==> src/rtl/pipe_skid_stage.sv <==
`default_nettype none
// ============================================================================
//  Module   : pipe_skid_stage
//  Purpose  : 2-entry skid buffer between valid/ready upstream and a DFF
//             pipeline register, with flush and a saturating stall counter.
//  Revision : 1.0  initial release
// ============================================================================
module pipe_skid_stage #(
  parameter int bitz  = 32,
  parameter int CNT_W = 16
) (
  input  logic             clk,
  input  logic             reset,
  input  logic             in_valid,
  output logic             in_ready,
  input  logic [bitz-1:0]  in_data,
  input  logic             flush,
  output logic             out_valid,
  input  logic             out_ready,
  output logic [bitz-1:0]  out_data,
  output logic [1:0]       occupancy,
  output logic [CNT_W-1:0] stall_cnt
);

  // Encoding doubles as the held-word count.
  typedef enum logic [1:0] {
    EMPTY = 2'd0,
    ONE   = 2'd1,
    TWO   = 2'd2
  } state_t;

  state_t           state_q, state_d;
  logic [bitz-1:0]  main_q, main_d;
  logic [bitz-1:0]  skid_q, skid_d;
  logic [CNT_W-1:0] stall_q, stall_d;
  logic             in_fire;
  logic             out_fire;

  assign out_valid = (state_q != EMPTY);
  assign in_ready  = (state_q != TWO);
  assign out_data  = main_q;
  assign occupancy = state_q;
  assign stall_cnt = stall_q;
  assign in_fire   = in_valid & in_ready;
  assign out_fire  = out_valid & out_ready;

  always_comb begin
    state_d = state_q;
    main_d  = main_q;
    skid_d  = skid_q;
    stall_d = stall_q;

    case (state_q)
      EMPTY: begin
        if (in_fire) begin
          state_d = ONE;
          main_d  = in_data;
        end
      end
      ONE: begin
        case ({in_fire, out_fire})
          2'b11: main_d = in_data;
          2'b01: state_d = EMPTY;
          2'b10: begin
            state_d = TWO;
            skid_d  = in_data;
          end
          default: ;
        endcase
      end
      TWO: begin
        if (out_fire) begin
          state_d = ONE;
          main_d  = skid_q;
        end
      end
      default: state_d = EMPTY;
    endcase

    // Squash wins over any accept this cycle; the data regs may keep stale words.
    if (flush) state_d = EMPTY;

    if (out_valid && !out_ready && (stall_q != {CNT_W{1'b1}}))
      stall_d = stall_q + {{(CNT_W-1){1'b0}}, 1'b1};
  end

  always_ff @(posedge clk) begin
    if (!reset) begin
      state_q <= EMPTY;
      main_q  <= '0;
      skid_q  <= '0;
      stall_q <= '0;
    end else begin
      state_q <= state_d;
      main_q  <= main_d;
      skid_q  <= skid_d;
      stall_q <= stall_d;
    end
  end

endmodule
`default_nettype wire
==> config.mk <==
export PLATFORM = sky130hd
export DESIGN_NAME = pipe_skid_stage
export DESIGN_NICKNAME = d
export VERILOG_FILES = /design/src/rtl/pipe_skid_stage.sv
export SDC_FILE = /design/constraint.sdc
export NUM_CORES = 1
export LEC_CHECK = 0
export BUFFER_PORTS_ARGS = -buffer_cell sky130_fd_sc_hd__clkbuf_2
export CAP_MARGIN = 15
export CELL_PAD_IN_SITES_DETAIL_PLACEMENT = 0
export CELL_PAD_IN_SITES_GLOBAL_PLACEMENT = 1
export CORE_MARGIN = 2
export CORE_UTILIZATION = 39
export CTS_CLUSTER_DIAMETER = 100
export DETAILED_ROUTE_END_ITERATION = 8
export PLACE_DENSITY = 0.76
export SYNTH_ARGS = -nofsm -noshare
export SYNTH_HDL_FRONTEND = slang
export SYNTH_SLANG_ARGS = --single-unit
==> constraint.sdc <==
create_clock -name clk -period 2.4 [get_ports clk]
set_input_delay 0.12 -clock clk [delete_from_list [all_inputs] [get_ports clk]]
set_output_delay 0.12 -clock clk [all_outputs]
set_load 0.005 [all_outputs]
==> results of run 1 <==
-- sequential cells by signal, indices dropped and copies added, names as in the netlist --
signal     flops
skid_q        32
out_data      32
stall_cnt     16
occupancy      2
-- area by class of cell --
class                   instances  area, sq um
clock inverters                 4         98.8
fillers                       834         4190
inverters                       4         15.0
repair buffers                120          768
multi-input cells             285         1730
well taps                     108          135
clock buffers                  11          141
flip-flops and latches         82         1640
-- Yosys cell counts, types with 4 or more instances --
cell type	number
nand3_1	5
mux2i_1	34
nand2_1	75
buf_4	4
o21ai_0	5
or3_1	5
nor2_1	35
o31ai_1	8
a21oi_1	44
dfxtp_1	82
buf_2	6
a211oi_1	33
nor3_1	5
clkbuf_1	16
or4_1	5
-- per-stage QoR --
step	power [uW]	setup slack [ns]	hold WS [ns]	util, %
CTS	3000	0.327	0.000585	51.9
floorplan	1630	0.422	0.197	-
global placement	1750	0.476	0.307	46.3
global route	3110	0.0986	0.00649	52.0
detailed placement	1750	0.345	0.321	46.3
finish	2960	0.353	0.0119	52.0
-- critical path: stages, from the launching register on --
cell and delay (ns):
dfxtp_1 0.51, nand2b_2 0.20, and2_1 0.16, ha_1 0.20
o2bb2ai_4 0.32, buf_4 0.31, nor2_1 0.05, a211oi_1 0.20
-- logic make-up after synthesis --
family | synth area share (%)
adder cells (fa/ha/maj) | 1.07
AND/OR/NAND/NOR | 19.8
multiplexers | 9.68
AO/OA/AOI/OAI | 18.6
flip-flops | 46.7
buffers and inverters | 4.16
-- path summary, 6_finish.rpt --
| kind | slack [ns] | depth (start not counted) | startpoint | endpoint |
|---|---|---|---|---|
| min reg2reg | 0.45 | 2 | skid_q[27] | skid_q[27] |
| max reg2reg | 0.35 | 7 | occupancy[0] | out_data[14] |
| min | 0.01 | 3 | in_data[17] | skid_q[17] |
| max | 0.35 | 7 | occupancy[0] | out_data[14] |
-- power by group --
part	switching (uW)	leakage [uW]	internal, uW
clock	489	0.000120	719
combinational	150	0.00124	147
sequential	32.3	0.000670	1420
total	671	0.00203	2280
-- layer usage --
layer	vias to the layer above	global-route usage (%)	part of all wire, %
li1	1632	-	-
met1	1412	22.6	49
met2	63	24.8	44
met3	6	5.67	6.4
met4	0	5.37	1.0
met5	-	0	0
-- timing repair --
item                                   CTS  global route
setup endpoints to repair                0             0
hold buffers                            24             1
endpoints found under the hold margin   25             1
==> qor.txt, run 1 <==
Leakage: 0.00203 uW
Period Utilization, post-route: 85.3%
Die Width: 99.0 um
die area: 9790 sq um
ANT nets after route: 0
leading area contributor after synthesis: dfxtp_1
synthesized netlist net count: 438
top_reg_cell synth: dfxtp_1
Slew @ Worst Pin: 0.709 ns
Ant. Diodes: 0
largest net degree at the start of global routing: 58
Setup Skew: 0.00968 ns
Max Cap Viol: 0
number of synthesized flops with an enable pin: 0
Bufs on Longest Clock Path: 2
IO Count: 89
FF+latch count, synth: 82
chip height: 99.0 um
CTS root buf: clkbuf_8
synth top area cells: dfxtp_1, mux2i_1, nand2_1
Core Box Area: 8720 sq um
Starting Density: 40.3%
fin area: 4530 sq um
PD cells: 652 nW/um^2
most frequent cells in the layout: clkbuf_2, dfxtp_1, nand2_1
fin. max-slew vios: 0
worst min path class: in2reg
final number of hold-violating endpoints: 0
first-pass GRT wire length: 13300 um
vias in the first global route: 2779
Rows: 34
post-layout net count: 542
Area Overhead vs Synth: 28.9%
critical path class: reg2reg
Final TNS setup: 0 ns
Clk pin slew, worst setup/hold paths: 0.08 ns
outcome: complete, no violations
Setup violations, final: 0
Post-synth ARST share: 0%
synthesized area per cell: 8.84 sq um
DRC viols: 0
GR Overflow Total: 0
Mapped Area: 3520 sq um
RSZ-0062 raised after global routing: false
DRT iter0 DRCs: 85
GRT Overall Usage: 16.6%
Vias per Instance: 5.07
crit path DAT: 2.31 ns
DRT Pass-1 Iters: 4
Placer Congestion: 0.777
TritonCTS clock tree: yes
Placed Cells: 574
Netlist cell types: 37
Critical Path RT: 2.67 ns
time the worst path needs with I/O delays and setup: 2.05 ns
Post-Synthesis Cells: 398
# Post-CTS Setup Buffers: 0
most common cell after layout, fill and taps aside: clkbuf_2
post-CTS sizing: 0
PortBufs: 88
Routed WL per cell: 13.1 um
htree depth: 3
CP Max Fanout: 27
Worst VDD drop: 0.229 mV
final wirelength: 8030 um
crit start category: flip-flop
final std cells w/o fill: 614
worst-skew pair later-pin latency: 0.35 ns
Max Clk Rate: 489 MHz
clock sinks: 82
Inserted Clock Buffers: 9
initial antenna violation count: 0
via count: 3113
placed cell area: 4040 sq um
Max transition margin: 52.7%
synth warn: 0
Critical Path End Type: flip-flop
Synth top area share: 46.7%
layout cells sized above 1: 23.1%
Detailed Place HPWL: 5370 um
Seq/Total Area, Yosys: 46.7%
Power figures use the tool's default switching activity.
==> run 2: changes to the inputs <==
CTS_BUF_LIST = sky130_fd_sc_hd__clkbuf_8 sky130_fd_sc_hd__clkbuf_16   (was default)
GPL_TIMING_DRIVEN = 0   (was default)
==> run 2 against run 1 <==
Compared with the run above: sequential power about the same; sequential cell count is the same; core utilization shrank 0.34 points; worst setup slack worse by 0.18 ns; cell count is 2.4% higher; register-to-register slack worse by 0.18 ns; combinational power barely moved.
==> qor.txt, run 2 (synthesis results as in run 1) <==
outcome: complete, no violations
most frequent cells in the layout: clkbuf_2, dfxtp_1, nand2_1
DRT Pass-1 Iters: 4
Leakage: 0.00204 uW
FF/Latch Area: 1640 sq um
via count: 3152
post-layout net count: 556
Setup violations, final: 0
DRC viols: 0
critical path class: reg2reg
CTS root buf: clkbuf_8
post-layout util: 51.6%
largest stage delay on the critical path: 0.43 ns
Fillers: 869
DRT iter0 DRCs: 64
Clk pin slew, worst setup/hold paths: 0.08 ns
crit-path cells: nand2b_1, buf_4, buf_4, and2_1, ha_1, o2bb2ai_4, clkbuf_1, a211oi_1
Slew @ Worst Pin: 0.590 ns
Bufs on Longest Clock Path: 2
Period Utilization, post-route: 92.7%
RSZ-0062 raised after global routing: true
TritonCTS clock tree: yes
Core Box Area: 8720 sq um
most common cell after layout, fill and taps aside: clkbuf_2
largest net degree at the start of global routing: 14
time the worst path needs with I/O delays and setup: 2.22 ns
Critical Path End Type: flip-flop
# Post-CTS Setup Buffers: 0
Ant. Diodes: 0
Placer Congestion: 0.734
Inserted Clock Buffers: 9
IO Count: 89
Crit-path slowest cell: dfxtp_2
PortBufs: 88
GR Overflow Total: 0
GRT Overall Usage: 17.8%
Worst VDD drop: 0.239 mV
Max Cap Viol: 0
Routed WL per cell: 13.5 um
Detailed Place HPWL: 6070 um
Setup Skew: 0.00961 ns
first-pass GRT wire length: 14100 um
final number of hold-violating endpoints: 0
clock sinks: 82
vias in the first global route: 2897
final wirelength: 8500 um
crit path DAT: 2.43 ns
Starting Density: 40.3%
Vias per Instance: 5.01
Max transition margin: 60.7%
CP Max Fanout: 10
CP most frequent cell: buf_4
crit start category: flip-flop
Total Power: 2820 uW
fin. max-slew vios: 0
Area Overhead vs Synth: 28.0%
htree depth: 3
ANT nets after route: 0
layout cells sized above 1: 23.8%
worst min path class: in2reg
PD cells: 627 nW/um^2
die area: 9790 sq um
worst-skew pair later-pin latency: 0.35 ns
Max Clk Rate: 449 MHz
Multi-input gate area: 1730 sq um
initial antenna violation count: 0
Die Width: 99.0 um
Critical Path RT: 2.60 ns
chip height: 99.0 um
Rows: 34
[run 2: cell types whose count changed in the layout (fill, tap and decap cells not counted), sizes merged]
cell | before | now
bufinv | 3 | 2
buf | 7 | 11
clkbuf | 99 | 113
dlygate4sd3 | 25 | 19
inv | 5 | 6
clkinv | 0 | 2
clkinvlp | 0 | 1
[run 2: layout make-up]
cell class | instances | share of cell area (%)
Buffer | 27 | 3.06
Clock buffer | 9 | 2.75
Clock inverter | 7 | 1.95
Inverter | 4 | 0.334
Multi-Input combinational cell | 285 | 38.4
Sequential cell | 82 | 36.5
Tap cell | 108 | 3.00
Timing Repair Buffer | 107 | 14.0
[run 2: metal layers]
metal  wire [um]  track usage (%)
met5           0                0
met4          57             4.11
met3         391             4.18
met2        3980             28.6
met1        4070             24.4
[run 2: final timing paths]
kind	from	to	slack (ns)	cells past startpoint
max	occupancy[0]	out_data[12]	0.18	8
min	in_data[25]	skid_q[25]	0.01	3
max reg2reg	occupancy[0]	out_data[12]	0.18	8
min reg2reg	skid_q[7]	skid_q[7]	0.46	2
[run 2: through the flow]
| step | instance area [sq um] | instances | setup WS (ns) | setup TNS (ns) | hold slack, ns |
|---|---|---|---|---|---|
| 6_report | 4500 | 629 | 0.175 | 0 | 0.0129 |
| 3_3_place_gp | 4090 | 594 | 0.0750 | 0 | 0.310 |
| 5_1_grt | 4500 | 629 | -0.0269 | -0.0995 | 0.00659 |
| 3_5_place_dp | 4090 | 594 | 0.0147 | 0 | 0.311 |
| 4_1_cts | 4490 | 629 | 0.0117 | 0 | 0.0000925 |
| 2_1_floorplan | 3520 | 398 | 0.422 | 0 | 0.197 |
[run 2: power breakdown]
part | internal (uW) | leakage, uW | switching, uW
logic | 139 | 0.00125 | 158
clock network | 577 | 0.000113 | 497
registers | 1420 | 0.000670 | 31.0
[run 2: what timing repair did]
| action | in CTS | in global routing |
|---|---|---|
| hold buffers | 19 | 0 |
| endpoints found under the setup margin | 0 | 60 |
| endpoints found under the hold margin | 20 | 0 |
| gates resized for setup | 0 | 11 |
[run 2: critical path, delay by kind of cell (launching register included)]
family	cells	cell delay, ns
flops	1	0.43
compound gates	2	0.32
simple gates	2	0.31
fa+ha+maj	1	0.20
buf+inv	3	0.81
==> run 3: changes to the inputs <==
GPL_ROUTABILITY_DRIVEN = 0   (was default)
PLACE_DENSITY = 0.82   (was 0.76)
==> run 3 against run 2 <==
Compared with the run above: wire length fell by 3.5%; clock skew fell by 0.0015 ns; largest cell class unchanged; power fell by 9.4%; sequential power barely moved; via count rose by 0.29%.
==> qor.txt, run 3 (synthesis results as in run 1) <==
crit path DAT: 2.40 ns
Max Cap Viol: 0
die area: 9790 sq um
Setup Skew: 0.00807 ns
Setup violations, final: 0
fin area: 4400 sq um
Bufs on Longest Clock Path: 2
fraction of met3 tracks used by global routing: 3.19%
Detailed Place HPWL: 6030 um
Critical Path End Type: flip-flop
Slew @ Worst Pin: 0.566 ns
Crit-path slowest cell: dfxtp_2
ANT nets after route: 0
time the worst path needs with I/O delays and setup: 2.14 ns
Max transition margin: 62.3%
Fillers: 848
IO Count: 89
Inserted Clock Buffers: 9
Multi-input gate area: 1730 sq um
fin. max-slew vios: 0
CP Max Fanout: 10
htree depth: 3
PortBufs: 88
largest stage delay on the critical path: 0.42 ns
chip height: 99.0 um
DRC viols: 0
Period Utilization, post-route: 89.4%
final number of hold-violating endpoints: 0
worst hold start: in_data[16]
worst min path class: in2reg
Rows: 34
CP most frequent cell: buf_4
Top Usage Layer GRT: met2
outcome: complete, no violations
most frequent cells in the layout: clkbuf_2, dfxtp_1, nand2_1
reg2reg start: occupancy[0]
hold path cells: 3
DRT iter0 DRCs: 74
GR Util met1: 23.5%
PD cells: 581 nW/um^2
layout cells sized above 1: 24.4%
clock sinks: 82
worst-skew pair later-pin latency: 0.34 ns
Worst R2R End: out_data[12]
placed cell area: 4090 sq um
vias in the first global route: 2942
post-layout net count: 551
Starting Density: 40.3%
TritonCTS clock tree: yes
DRT Pass-1 Iters: 4
# Post-CTS Setup Buffers: 0
Endpoint, Worst Hold: skid_q[16]
crit-path cells: nand2b_1, buf_4, buf_4, and2_1, ha_1, o2bb2ai_4, clkbuf_4, nor2_1, a211oi_1
Critical Path RT: 2.65 ns
largest net degree at the start of global routing: 13
Leakage: 0.00198 uW
final wirelength: 8200 um
initial antenna violation count: 0
most common cell after layout, fill and taps aside: clkbuf_2
Area Overhead vs Synth: 25.0%
critical path class: reg2reg
Vias per Instance: 5.09
Core Box Area: 8720 sq um
CTS root buf: clkbuf_8
Clk pin slew, worst setup/hold paths: 0.08 ns
grt met2 use: 28.2%
GR Overflow Total: 0
Routed WL per cell: 13.2 um
post-layout util: 50.4%
R2R depth: 9
Placed Cells: 594
FF/Latch Area: 1640 sq um
via count: 3161
crit start category: flip-flop
Max Clk Rate: 466 MHz
GRT Overall Usage: 17.7%
WHS: 0.00997 ns
Ant. Diodes: 0
Die Width: 99.0 um
first-pass GRT wire length: 14000 um
Worst VDD drop: 0.247 mV
final std cells w/o fill: 621
R2R setup slack: 0.26 ns
==> run 3: cell types whose count changed in the layout (fill, tap and decap cells not counted), moves of 2 or more <==
cell           change
clkbuf_4           +3
dlygate4sd3_1      -5
clkinv_2           +3
inv_1              -3
bufinv_16          -2
buf_2              -4
==> run 3: cell type report <==
type | count | area share [%]
Tap cell | 108 | 3.07
Timing Repair Buffer | 102 | 13.2
Clock inverter | 4 | 0.512
Inverter | 4 | 0.341
Buffer | 27 | 3.39
Sequential cell | 82 | 37.4
Multi-Input combinational cell | 285 | 39.3
Clock buffer | 9 | 2.82
==> run 3: through the flow <==
stage / setup WS [ns] / power, uW / setup TNS [ns]
5_1_grt: -0.0172 / 2700 / -0.0172
3_5_place_dp: 0.0576 / 1760 / 0
2_1_floorplan: 0.422 / 1630 / 0
3_3_place_gp: 0.102 / 1750 / 0
6_report: 0.255 / 2550 / 0
4_1_cts: 0.0550 / 2590 / 0
==> run 3: critical path: cells and delay by family, from the launching register on <==
kind,cells,cell delay [ns]
AND/OR/NAND/NOR,3,0.36
buffers and inverters,3,0.66
AO/OA/AOI/OAI,2,0.42
flip-flops,1,0.42
adder cells (fa/ha/maj),1,0.20
==> run 3: timing repair <==
item,in CTS,in global routing
hold buffers,14,0
endpoints found under the hold margin,15,0
resized for setup,0,18
endpoints found under the setup margin,0,60
==> run 3: routing by layer <==
layer  wire (um)  part of all wire, %  up-vias
met5           0                    0        -
met4         167                  2.0        0
met3         420                  5.1       16
met2        3790                   46       88
met1        3820                   47     1428
li1            -                    -     1629
==> run 3: worst max-delay path by stage <==
stage,from,end,cells past startpoint,slack [ns]
floorplan,occupancy[0],out_data[0],8,0.42
global placement,occupancy[0],out_data[18],8,0.10
detailed placement,occupancy[0],out_data[19],8,0.06
CTS,occupancy[0],out_data[4],8,0.05
global route,occupancy[0],out_data[9],9,-0.02
finish,occupancy[0],out_data[12],9,0.26
==> run 3: power breakdown <==
part | switching (uW) | leakage (uW) | internal, uW | total [uW]
clock network | 463 | 0.0000766 | 353 | 815
registers | 31.9 | 0.000670 | 1420 | 1450
logic | 154 | 0.00124 | 135 | 289
